===== src/rtl/vga_region_gen_if.sv =====
// Pixel-colour interface between the region/timing generator and the colour mux.
`default_nettype none

interface vga_region_gen_if;
  logic       pix_en;
  logic [1:0] dim_mode;
  logic       dim_up;
  logic       dim_dn;
  logic       Hsync;
  logic       Vsync;
  logic [2:0] Sel;
  logic [3:0] dimCounter;
  logic       frame_start;
  logic [9:0] hcount;
  logic [9:0] vcount;

  modport master (
    input  pix_en, dim_mode, dim_up, dim_dn,
    output Hsync, Vsync, Sel, dimCounter, frame_start, hcount, vcount
  );

  modport slave (
    output pix_en, dim_mode, dim_up, dim_dn,
    input  Hsync, Vsync, Sel, dimCounter, frame_start, hcount, vcount
  );
endinterface

`default_nettype wire


===== src/rtl/vga_region_gen.sv =====
// VGA timing generator with per-pixel region classification and frame-locked brightness control.
`default_nettype none

module vga_region_gen #(
  parameter int H_ACTIVE   = 640,
  parameter int H_FP       = 16,
  parameter int H_SYNC     = 96,
  parameter int H_BP       = 48,
  parameter int V_ACTIVE   = 480,
  parameter int V_FP       = 10,
  parameter int V_SYNC     = 2,
  parameter int V_BP       = 33,
  parameter int BORDER     = 8,
  parameter int XHAIR_W    = 2,
  parameter int DIM_FRAMES = 4
) (
  input  wire logic         clk,
  input  wire logic         rst,
  vga_region_gen_if.master  bus
);

  localparam logic [9:0] H_LAST   = 10'(H_ACTIVE + H_FP + H_SYNC + H_BP - 1);
  localparam logic [9:0] V_LAST   = 10'(V_ACTIVE + V_FP + V_SYNC + V_BP - 1);
  localparam logic [9:0] HS_START = 10'(H_ACTIVE + H_FP);
  localparam logic [9:0] HS_END   = 10'(H_ACTIVE + H_FP + H_SYNC - 1);
  localparam logic [9:0] VS_START = 10'(V_ACTIVE + V_FP);
  localparam logic [9:0] VS_END   = 10'(V_ACTIVE + V_FP + V_SYNC - 1);
  localparam logic [9:0] H_ACT    = 10'(H_ACTIVE);
  localparam logic [9:0] V_ACT    = 10'(V_ACTIVE);
  localparam logic [9:0] BRD      = 10'(BORDER);
  localparam logic [9:0] H_WALL   = 10'(H_ACTIVE - BORDER);
  localparam logic [9:0] V_WALL   = 10'(V_ACTIVE - BORDER);
  localparam logic [9:0] H_MID    = 10'(H_ACTIVE / 2);
  localparam logic [9:0] V_MID    = 10'(V_ACTIVE / 2);
  localparam logic [9:0] XH_LO    = 10'(H_ACTIVE / 2 - XHAIR_W);
  localparam logic [9:0] XH_HI    = 10'(H_ACTIVE / 2 + XHAIR_W - 1);
  localparam logic [9:0] XV_LO    = 10'(V_ACTIVE / 2 - XHAIR_W);
  localparam logic [9:0] XV_HI    = 10'(V_ACTIVE / 2 + XHAIR_W - 1);

  localparam int              DIV_W    = (DIM_FRAMES > 1) ? $clog2(DIM_FRAMES) : 1;
  localparam logic [DIV_W-1:0] DIV_LAST = DIV_W'(DIM_FRAMES - 1);
  localparam logic [1:0]      MODE_RAMP   = 2'b01;
  localparam logic [1:0]      MODE_MANUAL = 2'b10;

  logic [9:0]       h_q, h_d, v_q, v_d;
  logic             hsync_q, vsync_q, fs_q;
  logic [2:0]       sel_q;
  logic [3:0]       dim_q, dim_d;
  logic             dir_up_q, dir_up_d;
  logic [DIV_W-1:0] div_q, div_d;
  logic [1:0]       mode_q, mode_d;
  logic             up_pend_q, up_pend_d, dn_pend_q, dn_pend_d;

  logic       w_hsync, w_vsync, w_fs, w_step_up;
  logic [2:0] w_sel;

  // Decode of the current (pre-increment) position.
  always_comb begin
    w_hsync = !((h_q >= HS_START) && (h_q <= HS_END));
    w_vsync = !((v_q >= VS_START) && (v_q <= VS_END));
    w_fs    = (h_q == 10'd0) && (v_q == 10'd0);
    if ((h_q >= H_ACT) || (v_q >= V_ACT))
      w_sel = 3'd0;
    else if ((h_q < BRD) || (h_q >= H_WALL) || (v_q < BRD) || (v_q >= V_WALL))
      w_sel = 3'd6;
    else if (((h_q >= XH_LO) && (h_q <= XH_HI)) || ((v_q >= XV_LO) && (v_q <= XV_HI)))
      w_sel = 3'd1;
    else if (v_q < V_MID)
      w_sel = (h_q < H_MID) ? 3'd2 : 3'd3;
    else
      w_sel = (h_q < H_MID) ? 3'd4 : 3'd5;
  end

  always_comb begin
    h_d = (h_q == H_LAST) ? 10'd0 : h_q + 10'd1;
    v_d = v_q;
    if (h_q == H_LAST)
      v_d = (v_q == V_LAST) ? 10'd0 : v_q + 10'd1;
  end

  // Brightness only moves on the edge that starts a frame; manual pulses wait in pending flags.
  always_comb begin
    dim_d     = dim_q;
    dir_up_d  = dir_up_q;
    div_d     = div_q;
    mode_d    = mode_q;
    up_pend_d = up_pend_q | bus.dim_up;
    dn_pend_d = dn_pend_q | bus.dim_dn;
    w_step_up = dir_up_q;
    if (dim_q == 4'd15)
      w_step_up = 1'b0;
    else if (dim_q == 4'd0)
      w_step_up = 1'b1;
    if (bus.pix_en && w_fs) begin
      mode_d    = bus.dim_mode;
      up_pend_d = bus.dim_up;
      dn_pend_d = bus.dim_dn;
      div_d     = '0;
      case (bus.dim_mode)
        MODE_RAMP: begin
          if (bus.dim_mode == mode_q) begin
            if (div_q == DIV_LAST) begin
              dir_up_d = w_step_up;
              dim_d    = w_step_up ? dim_q + 4'd1 : dim_q - 4'd1;
            end else begin
              div_d = div_q + 1'b1;
            end
          end
        end
        MODE_MANUAL: begin
          if (up_pend_q && !dn_pend_q && (dim_q != 4'd15))
            dim_d = dim_q + 4'd1;
          else if (dn_pend_q && !up_pend_q && (dim_q != 4'd0))
            dim_d = dim_q - 4'd1;
        end
        default: dim_d = 4'd15;
      endcase
    end
  end

  always_ff @(posedge clk or posedge rst) begin
    if (rst) begin
      h_q       <= '0;
      v_q       <= '0;
      hsync_q   <= 1'b1;
      vsync_q   <= 1'b1;
      sel_q     <= 3'd0;
      fs_q      <= 1'b0;
      dim_q     <= 4'd15;
      dir_up_q  <= 1'b0;
      div_q     <= '0;
      mode_q    <= 2'b00;
      up_pend_q <= 1'b0;
      dn_pend_q <= 1'b0;
    end else begin
      up_pend_q <= up_pend_d;
      dn_pend_q <= dn_pend_d;
      if (bus.pix_en) begin
        h_q      <= h_d;
        v_q      <= v_d;
        hsync_q  <= w_hsync;
        vsync_q  <= w_vsync;
        sel_q    <= w_sel;
        fs_q     <= w_fs;
        dim_q    <= dim_d;
        dir_up_q <= dir_up_d;
        div_q    <= div_d;
        mode_q   <= mode_d;
      end
    end
  end

  assign bus.Hsync       = hsync_q;
  assign bus.Vsync       = vsync_q;
  assign bus.Sel         = sel_q;
  assign bus.frame_start = fs_q;
  assign bus.dimCounter  = dim_q;
  assign bus.hcount      = h_q;
  assign bus.vcount      = v_q;

endmodule

`default_nettype wire


===== src/flat_wrapper.sv =====
// flat-port wrapper written by rule: the top's interface ports become plain ports
module vga_region_gen_flat 
#(
  parameter int H_ACTIVE   = 640,
  parameter int H_FP       = 16,
  parameter int H_SYNC     = 96,
  parameter int H_BP       = 48,
  parameter int V_ACTIVE   = 480,
  parameter int V_FP       = 10,
  parameter int V_SYNC     = 2,
  parameter int V_BP       = 33,
  parameter int BORDER     = 8,
  parameter int XHAIR_W    = 2,
  parameter int DIM_FRAMES = 4
)
  (clk, rst, bus_pix_en, bus_dim_mode, bus_dim_up, bus_dim_dn, bus_Hsync, bus_Vsync, bus_Sel, bus_dimCounter, bus_frame_start, bus_hcount, bus_vcount);
  vga_region_gen_if bus_i ();
  input  wire logic clk;
  input  wire logic rst;
  input wire logic [$bits(bus_i.pix_en)-1:0] bus_pix_en;
  input wire logic [$bits(bus_i.dim_mode)-1:0] bus_dim_mode;
  input wire logic [$bits(bus_i.dim_up)-1:0] bus_dim_up;
  input wire logic [$bits(bus_i.dim_dn)-1:0] bus_dim_dn;
  output wire logic [$bits(bus_i.Hsync)-1:0] bus_Hsync;
  output wire logic [$bits(bus_i.Vsync)-1:0] bus_Vsync;
  output wire logic [$bits(bus_i.Sel)-1:0] bus_Sel;
  output wire logic [$bits(bus_i.dimCounter)-1:0] bus_dimCounter;
  output wire logic [$bits(bus_i.frame_start)-1:0] bus_frame_start;
  output wire logic [$bits(bus_i.hcount)-1:0] bus_hcount;
  output wire logic [$bits(bus_i.vcount)-1:0] bus_vcount;
  assign bus_i.pix_en = bus_pix_en;
  assign bus_i.dim_mode = bus_dim_mode;
  assign bus_i.dim_up = bus_dim_up;
  assign bus_i.dim_dn = bus_dim_dn;
  assign bus_Hsync = bus_i.Hsync;
  assign bus_Vsync = bus_i.Vsync;
  assign bus_Sel = bus_i.Sel;
  assign bus_dimCounter = bus_i.dimCounter;
  assign bus_frame_start = bus_i.frame_start;
  assign bus_hcount = bus_i.hcount;
  assign bus_vcount = bus_i.vcount;
  vga_region_gen #(.H_ACTIVE(H_ACTIVE), .H_FP(H_FP), .H_SYNC(H_SYNC), .H_BP(H_BP), .V_ACTIVE(V_ACTIVE), .V_FP(V_FP), .V_SYNC(V_SYNC), .V_BP(V_BP), .BORDER(BORDER), .XHAIR_W(XHAIR_W), .DIM_FRAMES(DIM_FRAMES)) u_core (.clk(clk), .rst(rst), .bus(bus_i));
endmodule

===== config.mk =====
export PLATFORM = sky130hd
export DESIGN_NAME = vga_region_gen_flat
export DESIGN_NICKNAME = d
export VERILOG_FILES = /design/src/rtl/vga_region_gen_if.sv /design/src/rtl/vga_region_gen.sv /design/src/flat_wrapper.sv
export SDC_FILE = /design/constraint.sdc
export NUM_CORES = 1
export LEC_CHECK = 0
export CAP_MARGIN = 25
export CORE_ASPECT_RATIO = 1.1
export CORE_MARGIN = 1.5
export CORE_UTILIZATION = 33
export CTS_CLUSTER_SIZE = 25
export DETAILED_ROUTE_END_ITERATION = 10
export GPL_TIMING_DRIVEN = 0
export RECOVER_POWER = 25
export SLEW_MARGIN = 20
export SYNTH_ARGS = -nofsm -noshare
export SYNTH_HDL_FRONTEND = slang
export SYNTH_SLANG_ARGS = --single-unit

===== constraint.sdc =====
create_clock -name clk -period 2.14 [get_ports clk]
set_clock_uncertainty 0.15 [all_clocks]
set_input_delay 0.214 -clock clk [delete_from_list [all_inputs] [get_ports clk]]
set_output_delay 0.214 -clock clk [all_outputs]
set_load 0.02 [all_outputs]

; ---- Word-level counts from Yosys, hierarchy flattened
; Cells that the tools add are included.
[word_totals]
output_inout_bits = 30
elab_cells = 94
regBits = 37
inputBits = 7
[classes]
n_lt_le_gt_ge = 16
eq_ne = 11
n_addsub = 5
reduce_logical = 27
n_mux = 21
bitwise_logic = 2
[op_table]
columns = cell, count
row1 = >= comparator 10 x 9 -> 1 bit (second input constant), 4
row2 = >= comparator 10 bit (second input constant), 3
row3 = adder 10 x 1 -> 10 bit (second input constant), 2
row4 = equality test 10 bit (second input constant), 2
row5 = <= comparator 10 x 9 -> 1 bit (second input constant), 2
row6 = logical NOT 10 bit, 2
row7 = less-than comparator 10 x 4 -> 1 bit (second input constant), 2
row8 = two-way mux 10 bit, 2
row9 = two-way mux 4 bit, 5
row10 = two-way mux 3 bit, 4
row11 = >= comparator 10 x 8 -> 1 bit (second input constant), 1
row12 = <= comparator 10 bit (second input constant), 1
row13 = <= comparator 10 x 8 -> 1 bit (second input constant), 1
row14 = logical AND 1 bit, 10
row15 = less-than comparator 10 x 8 -> 1 bit (second input constant), 1
row16 = less-than comparator 10 x 9 -> 1 bit (second input constant), 1
row17 = AND reduction 5 bit, 2
row18 = one-hot mux 4 bit (2 select lines), 1
row19 = two-way mux 1 bit, 6
row20 = two-way mux 2 bit, 3
row21 = logical OR 1 bit, 5
row22 = adder 4 x 1 -> 4 bit (second input constant), 1
row23 = equality test 2 bit (second input constant), 2
row24 = equality test 4 bit (second input constant), 1
row25 = 12 further kinds, 18

; ---- Depth between registers and ports, before layout
; Gate-level depths: netlist of run 1.
[logic_depth]
ltp_word = 7
mapped_depth = 8
mapped_depth_nobuf = 7

; ---- Least setup slack after synthesis of run 1
; No wires, ideal clock.
[synth_timing]
path_kind = reg-to-reg
start = reg u_core.dim_q[0], in the netlist u_core.bus.dimCounter[0]
end = reg u_core.dim_q[2], in the netlist u_core.bus.dimCounter[2]
arrival_ns = 2.134
period_less_slack_ns = 2.366
setup_time_ns = 0.082
path_stages_with_launch = 8
n_path_buf = 1
t_required_ns = 1.908
setup_slack_ns = -0.226
path_cell_list = dfstp_2 inv_1 ha_1 clkbuf_1 a311oi_1 a21oi_1 a221oi_4 mux2_4
[synth_between]
elab_chain_len = 7
word_cells_on_any_way = 18
classes_between = add/sub (2) / eq/ne (3) / mux (8) / reduce/logical (5)
[synth_rtl]
columns = item, line
row1 = "start, declared", vga_region_gen.sv:48  ; logic [3:0] dim_q, dim_d;
row2 = "start signal, assigned", vga_region_gen.sv:145  ; dim_q <= dim_d;
row3 = "parallel branches: the longest is 7 deep, another holds subtractor 4 x 1 -> 4 bit", n/a
; Parallel ways; which one is timed is not known. The select of a mux whose other input is x is not followed.
; A chain may end at the register's enable or synchronous reset.

; ---- Worst setup path after layout of run 1
[layout_timing]
start = reg u_core.h_q[7], in the netlist u_core.bus.hcount[7]
end = reg u_core.dim_q[2], in the netlist u_core.bus.dimCounter[2]
[layout_between]
elab_chain_len = 4
[layout_rtl]
columns = item, line
row1 = "start, declared", vga_region_gen.sv:45  ; logic [9:0] h_q, h_d, v_q, v_d;
row2 = "start signal, assigned", vga_region_gen.sv:123  ; h_q <= '0;
row3 = "start signal, assigned", vga_region_gen.sv:139  ; h_q <= h_d;
row4 = logical NOT 10 bit, vga_region_gen.sv:61  ; w_fs = (h_q == 10'd0) && (v_q == 10'd0);
row5 = logical AND 1 bit, vga_region_gen.sv:61
row6 = logical AND 1 bit, vga_region_gen.sv:94  ; if (bus.pix_en && w_fs) begin
row7 = AND reduction 5 bit (no line), n/a
; No other way between the ends.

==> results of run 1 <==
[repair_timing]
| action | in CTS | in global routing |
|---|---|---|
| hold buffers | 0 | 0 |
| gates resized for setup | 11 | 7 |
| endpoints found under the setup margin | 13 | 18 |
| setup buffers | 8 | 12 |
| pin swaps | 5 | 6 |
[state kept, by name, indices dropped and copies added, names as in the netlist]
name / count
u_core.bus.Hsync: 1
u_core.bus.Sel: 3
u_core.dir_up_q: 1
u_core.mode_q: 2
u_core.bus.hcount: 10
u_core.bus.frame_start: 1
u_core.bus.vcount: 10
u_core.bus.dimCounter: 4
u_core.up_pend_q: 1
u_core.div_q: 2
u_core.bus.Vsync: 1
u_core.dn_pend_q: 1
[cell families after synthesis]
group | count (synthesis) | share of synthesized area
buffers and inverters | 34 | 0.05882
AO/OA/AOI/OAI | 60 | 0.1642
multiplexers | 6 | 0.03171
AND/OR/NAND/NOR | 105 | 0.2506
flip-flops | 37 | 0.3816
adder cells (fa/ha/maj) | 13 | 0.06650
XOR/XNOR | 13 | 0.04655
[where the power goes]
| group | switching [W] | internal (W) | total [W] |
|---|---|---|---|
| logic | 0.000296 | 0.000235 | 0.000531 |
| clock network | 0.000257 | 0.000291 | 0.000548 |
| registers | 0.0000409 | 0.000755 | 0.000796 |
| total | 0.000594 | 0.00128 | 0.00188 |
[through the flow]
step | power [W] | utilization | cells | setup TNS, ns
5_1_grt | 0.001978 | 0.4544 | 416 | -0.4423
3_3_place_gp | 0.001259 | 0.4131 | 389 | -2.428
2_1_floorplan | 0.001092 | - | 268 | -0.3874
3_5_place_dp | 0.001276 | 0.4170 | 390 | -2.428
6_report | 0.001876 | 0.4544 | 416 | -0.04660
4_1_cts | 0.001897 | 0.4410 | 404 | -0.1600
[routing by layer]
| metal | share of wire | routed length [um] | vias up |
|---|---|---|---|
| met5 | 0 | 0 | - |
| met1 | 0.45 | 2770 | 1080 |
| met3 | 0.041 | 249 | 11 |
| li1 | - | - | 1084 |
| met4 | 0.022 | 133 | 0 |
| met2 | 0.49 | 2990 | 58 |
[cells in the mapped netlist (3+ instances only)]
cell type and n:
dfrtp_1 31, nor2b_1 3, nand2_1 21, mux2_4 3, inv_1 21, a21o_1 3
nor4_1 3, o221ai_1 3, nand2b_1 8, nand4b_1 3, clkbuf_1 8, nor2_1 19
nand3_1 12, dfstp_2 6, a21oi_1 8, o21ai_0 23, o211ai_1 5, xnor2_1 9
a31oi_1 4, nor3_1 12, ha_1 13, nand4_1 7, xor2_1 4, and3_1 3
[layout make-up]
cell class | instances | share of cell area
Buffer | 11 | 0.01826
Clock buffer | 7 | 0.02991
Clock inverter | 1 | 0.001554
Inverter | 21 | 0.02448
Multi-Input combinational cell | 197 | 0.4378
Sequential cell | 37 | 0.2937
Tap cell | 85 | 0.03302
Timing Repair Buffer | 57 | 0.1612
[path summary, 6_finish.rpt]
path	from	to	slack (ns)	cells past startpoint
min reg2reg	u_core.bus.dimCounter[0]	u_core.bus.dimCounter[0]	0.33	2
max	u_core.bus.hcount[7]	u_core.bus.dimCounter[2]	-0.02	7
min in group clk	u_core.bus.dimCounter[0]	u_core.bus.dimCounter[0]	0.33	2
max reg2reg	u_core.bus.hcount[7]	u_core.bus.dimCounter[2]	-0.02	7
max in group asynchronous	rst	u_core.bus.vcount[6]	0.52	3
min	rst	u_core.bus.hcount[9]	0.29	2
[cell usage in the layout, fill, tap and decap left out, types with 3 or more instances in the layout]
| cell type | count |
|---|---|
| dfstp_2 | 6 |
| nor2_1 | 18 |
| xor2_1 | 4 |
| inv_1 | 19 |
| and3_1 | 3 |
| nand2_1 | 21 |
| clkbuf_8 | 7 |
| o21ai_0 | 23 |
| dfrtp_1 | 21 |
| a21oi_1 | 7 |
| dfrtp_2 | 10 |
| ha_1 | 11 |
| o211ai_1 | 5 |
| a31oi_1 | 4 |
| nand2b_1 | 8 |
| nand4_1 | 7 |
| nor2b_1 | 3 |
| nor4_1 | 3 |
| a21o_1 | 3 |
| xnor2_1 | 9 |
| nor3_1 | 10 |
| clkbuf_1 | 6 |
| buf_4 | 21 |
| nand4b_1 | 3 |
| clkbuf_2 | 3 |
| nand3_1 | 12 |
| o221ai_1 | 3 |
| clkdlybuf4s50_1 | 35 |
| mux2_4 | 3 |
==> flow_metrics.tcl, run 1 <==
set metrics [dict create \
    cts_inserted_buffers 5 \
    relSlewSlack 0.5733 \
    dp_slack_ns -0.2883 \
    synthTopCellsByArea "dfrtp_1 (32%), ha_1 (6.6%), dfstp_2 (6.4%), o21ai_0 (4.7%), inv_1 (3.2%)" \
    crit_buf_inv 2 \
    grt-ovfl-total 0 \
    cp_data_arrival_time_ns 2.22 \
    synth-async-reset-ratio 1.000 \
    worstPathCellList "or2_1 -> buf_6 -> nor4_4 -> nand4_4 -> a221oi_4 -> buf_6 -> mux2_4" \
    drt_wl_total_um 6144 \
    ir_worst_vdd_mv 0.3465 \
    synthCells 268 \
    status "finished with violations" \
    powerDensity_nw_per_um2 582.4 \
    hp-class "input port to asynchronous set/reset pin" \
    place_congestion 0.7933 \
    startpoint_type "flop" \
    use_met3 0.03442 \
    multi_input_area_um2 1410 \
    drt_pass1_iterations 7 \
    fin_nets 350 \
    io_pins 37 \
    finalCritPeriodShare 1.010 \
    yosysWarnings 0 \
    synth-edff-count 0 \
    clk_path_buf_depth 2 \
    vias 2233 \
    first_iter_violations 71 \
    die_h_um 93.30 \
    slew_viol_final 0 \
    ys.flop_type "dfrtp_1" \
    dpl.hpwl_um 4289 \
    drv_cap 0 \
    antenna_found_initial 0 \
    fp-row-count 32 \
    cts_sinks 37 \
    period_needed_ns 2.161 \
    setup_slack_ns -0.02087 \
    nFillCells 701 \
    synth.distinct_cells 55 \
    grt_setup_unrepaired "true" \
    placed_cell_area_um2 2955 \
    fin_area_um2 3221 \
    clock.fmax_mhz 462.8 \
    worstPathRequired_ns 2.20 \
    cp-end-kind "flop" \
    critPathTopFamily "simple AND/OR/NAND/NOR gates" \
    worst_pin_slew_ns 0.6239 \
    cts.reportedPaths.clkPinSlew_ns 0.08 \
    critPathMaxStageDelay_ns 0.44 \
    area_growth_pct 31.66 \
    cts_tree "done" \
    seqCellArea_um2 945.9 \
    finalSetupViolCount 3 \
    antenna_cells 0 \
    ys_ff_latch 37 \
    critPathKind "flop to flop" \
    ant_nets 0 \
    cts-root-buf "clkbuf_8" \
    drive_gt1_frac 0.2266 \
    wl_per_cell_um 14.77 \
    core_um2 7087 \
    met2_usage 0.2646 \
    groute.usage.overall 0.1543 \
    hold_violations 0 \
    syn_avg_cell_area_um2 9.127 \
    die_w_um 85.09 \
    crit_fanout 5 \
    avgViaCountPerCell 5.368 \
    grt_max_degree 23 \
    p_leak_nw 1.318 \
    portBuffers 36 \
    synth_top_area_share 0.3171 \
    initial_core_util 0.3452 \
    htree_levels 2 \
    holdWs_ns 0.2868 \
    slowest_stage "dfrtp_2" \
    drc 3 \
    grt_pass1_vias 1999 \
    busiest_layer "met2" \
    cp_common_cell "buf_6" \
    violations "DRC, setup timing" \
    synth_nets 288 \
    yosys.area.top_type "dfrtp_1" \
    use_met1 0.1871 \
    clock_latency_ns 0.29 \
    yosysSeqAreaShare 0.3816 \
    synth_area_um2 2446 \
    grt_pass1_wl_um 9660 \
    die_area_um2 7938 \
]
(Power assumes the default switching activity.)
==> inputs of run 2 (changes only) <==
- PLACE_DENSITY_LB_ADDON: unset -> 0.12
==> flow_metrics.tcl, run 2 (synthesis gave the netlist of run 1 again) <==
set metrics [dict create \
    status "finished with violations" \
    violations "DRC, setup timing" \
    startpoint_type "flop" \
    period_needed_ns 2.180 \
    ant_nets 0 \
    critical_path.startpoint "u_core.bus.vcount[4]" \
    core_um2 7087 \
    drt_wl_total_um 5947 \
    reg2regPathDepth 6 \
    dpl.cell_count 390 \
    min_from "bus_dim_dn" \
    wl_per_cell_um 14.36 \
    area_growth_pct 32.84 \
    avgViaCountPerCell 5.261 \
    finalSetupViolCount 3 \
    fin_area_um2 3249 \
    cts-root-buf "clkbuf_8" \
    drv_cap 0 \
    io_pins 37 \
    r2r_slack_ns -0.04 \
    slew_viol_final 0 \
    crit_end "u_core.bus.dimCounter[2]" \
    crit_fanout 4 \
    die_h_um 93.30 \
    cp-end-kind "flop" \
    initial_core_util 0.3452 \
    clock_latency_ns 0.29 \
    cts_sinks 37 \
    placed_cell_area_um2 2948 \
    clk_path_buf_depth 2 \
    grt_setup_unrepaired "true" \
    grt_pass1_vias 2096 \
    vias 2178 \
    worst_pin_slew_ns 0.5564 \
    final_cell_mix "clkdlybuf4s50_1 (35), o21ai_0 (23), dfrtp_1 (22), nand2_1 (21), inv_1 (19)" \
    grt_pass1_wl_um 10210 \
    place_congestion 0.7832 \
    worstPathRequired_ns 2.20 \
    die_w_um 85.09 \
    hp-class "input port to flop" \
    clock.fmax_mhz 458.7 \
    p_leak_nw 1.319 \
    cts.reportedPaths.clkPinSlew_ns 0.08 \
    die_area_um2 7938 \
    cp_data_arrival_time_ns 2.24 \
    critPathKind "flop to flop" \
    relSlewSlack 0.6195 \
    cts_inserted_buffers 5 \
    drc 6 \
    final_common_cell "clkdlybuf4s50_1" \
    reg2reg_to "u_core.bus.dimCounter[2]" \
    grt-ovfl-total 0 \
    drive_gt1_frac 0.2128 \
    fin_nets 348 \
    instances_no_fill 414 \
    drt_pass1_iterations 7 \
    antenna_found_initial 0 \
    htree_levels 2 \
    antenna_cells 0 \
    first_iter_violations 95 \
    finalCritPeriodShare 1.019 \
    ir_worst_vdd_mv 0.4667 \
    portBuffers 36 \
    setup_slack_ns -0.04000 \
    dpl.hpwl_um 4198 \
    r2r_start "u_core.bus.vcount[4]" \
    fp-row-count 32 \
    grt_max_degree 33 \
    groute.usage.overall 0.1607 \
    powerDensity_nw_per_um2 627.5 \
    cts_tree "done" \
    hold_violations 0 \
]
[run 2: changes by cell type in the layout (fill, tap and decap cells not counted), moves of 2 or more]
cell       previous run  this run
buf_4                21        18
bufinv_16             0         2
clkbuf_2              3         1
clkbuf_8              7         5
[run 2: critical path: stages, from the launching register on]
cell and delay [ns]:
dfrtp_2 0.41, or4_4 0.58, nor2_4 0.13, nand4_4 0.14
a221oi_4 0.25, buf_12 0.16, mux2_4 0.29
[run 2: repair_timing]
| item | CTS | global route |
|---|---|---|
| hold buffers | 1 | 0 |
| resized for setup | 13 | 3 |
| gates cloned | 0 | 0 |
| pin swaps | 4 | 3 |
| endpoints found under the setup margin | 10 | 10 |
| buffers inserted | 14 | 3 |
| hold endpoints to repair | 5 | 0 |
[run 2: layout make-up]
cell class,count,area [um^2]
clock inverters,3,65.06
multi-input cells,197,1410
plain buffers,11,57.56
clock buffers,5,68.82
repair buffers,55,518.0
inverters,21,78.83
well taps,85,106.4
fillers,708,3837
flip-flops and latches,37,944.7
[run 2: report_power, final]
part,switching (W),internal [W],leakage (nW)
combinational,0.000278,0.000229,0.806
clock,0.000263,0.000463,0.0681
sequential,0.0000512,0.000755,0.445
[run 2: routing by layer]
metal  wire length (um)  track usage  up-vias
met5                  0            0        -
met4                 66      0.04781        0
met3                286      0.03354        6
met2               2849       0.2712       49
met1               2744       0.2062     1035
li1                   -            -     1088
[run 2: worst min-delay path by stage]
stage,endpoint,cells after the start
after global placement,u_core.div_q[1],2
after global routing,u_core.dn_pend_q,2
after CTS,u_core.up_pend_q,2
after detailed placement,u_core.mode_q[0],2
after floorplan,u_core.dn_pend_q,1
final,u_core.dn_pend_q,2
[run 2: stage by stage]
stage          setup WS [ns]  hold WS, ns  setup TNS (ns)    util  total power, W
2_1_floorplan        -0.1264       0.1563         -0.3874       -        0.001092
3_3_place_gp         -0.2544       0.3270          -2.401  0.4131        0.001263
3_5_place_dp         -0.2618       0.2922          -2.186  0.4160        0.001273
4_1_cts             -0.05086       0.3276         -0.1437  0.4560        0.002049
5_1_grt              -0.1060       0.3209         -0.3657  0.4585        0.002152
6_report            -0.04000       0.3329         -0.1150  0.4585        0.002039
==> inputs of run 3 (changes only) <==
- ABC_CLOCK_PERIOD_IN_PS: unset -> 2140
==> results of run 3 <==
Final layout, timing and power as in run 2 (identical DEF).
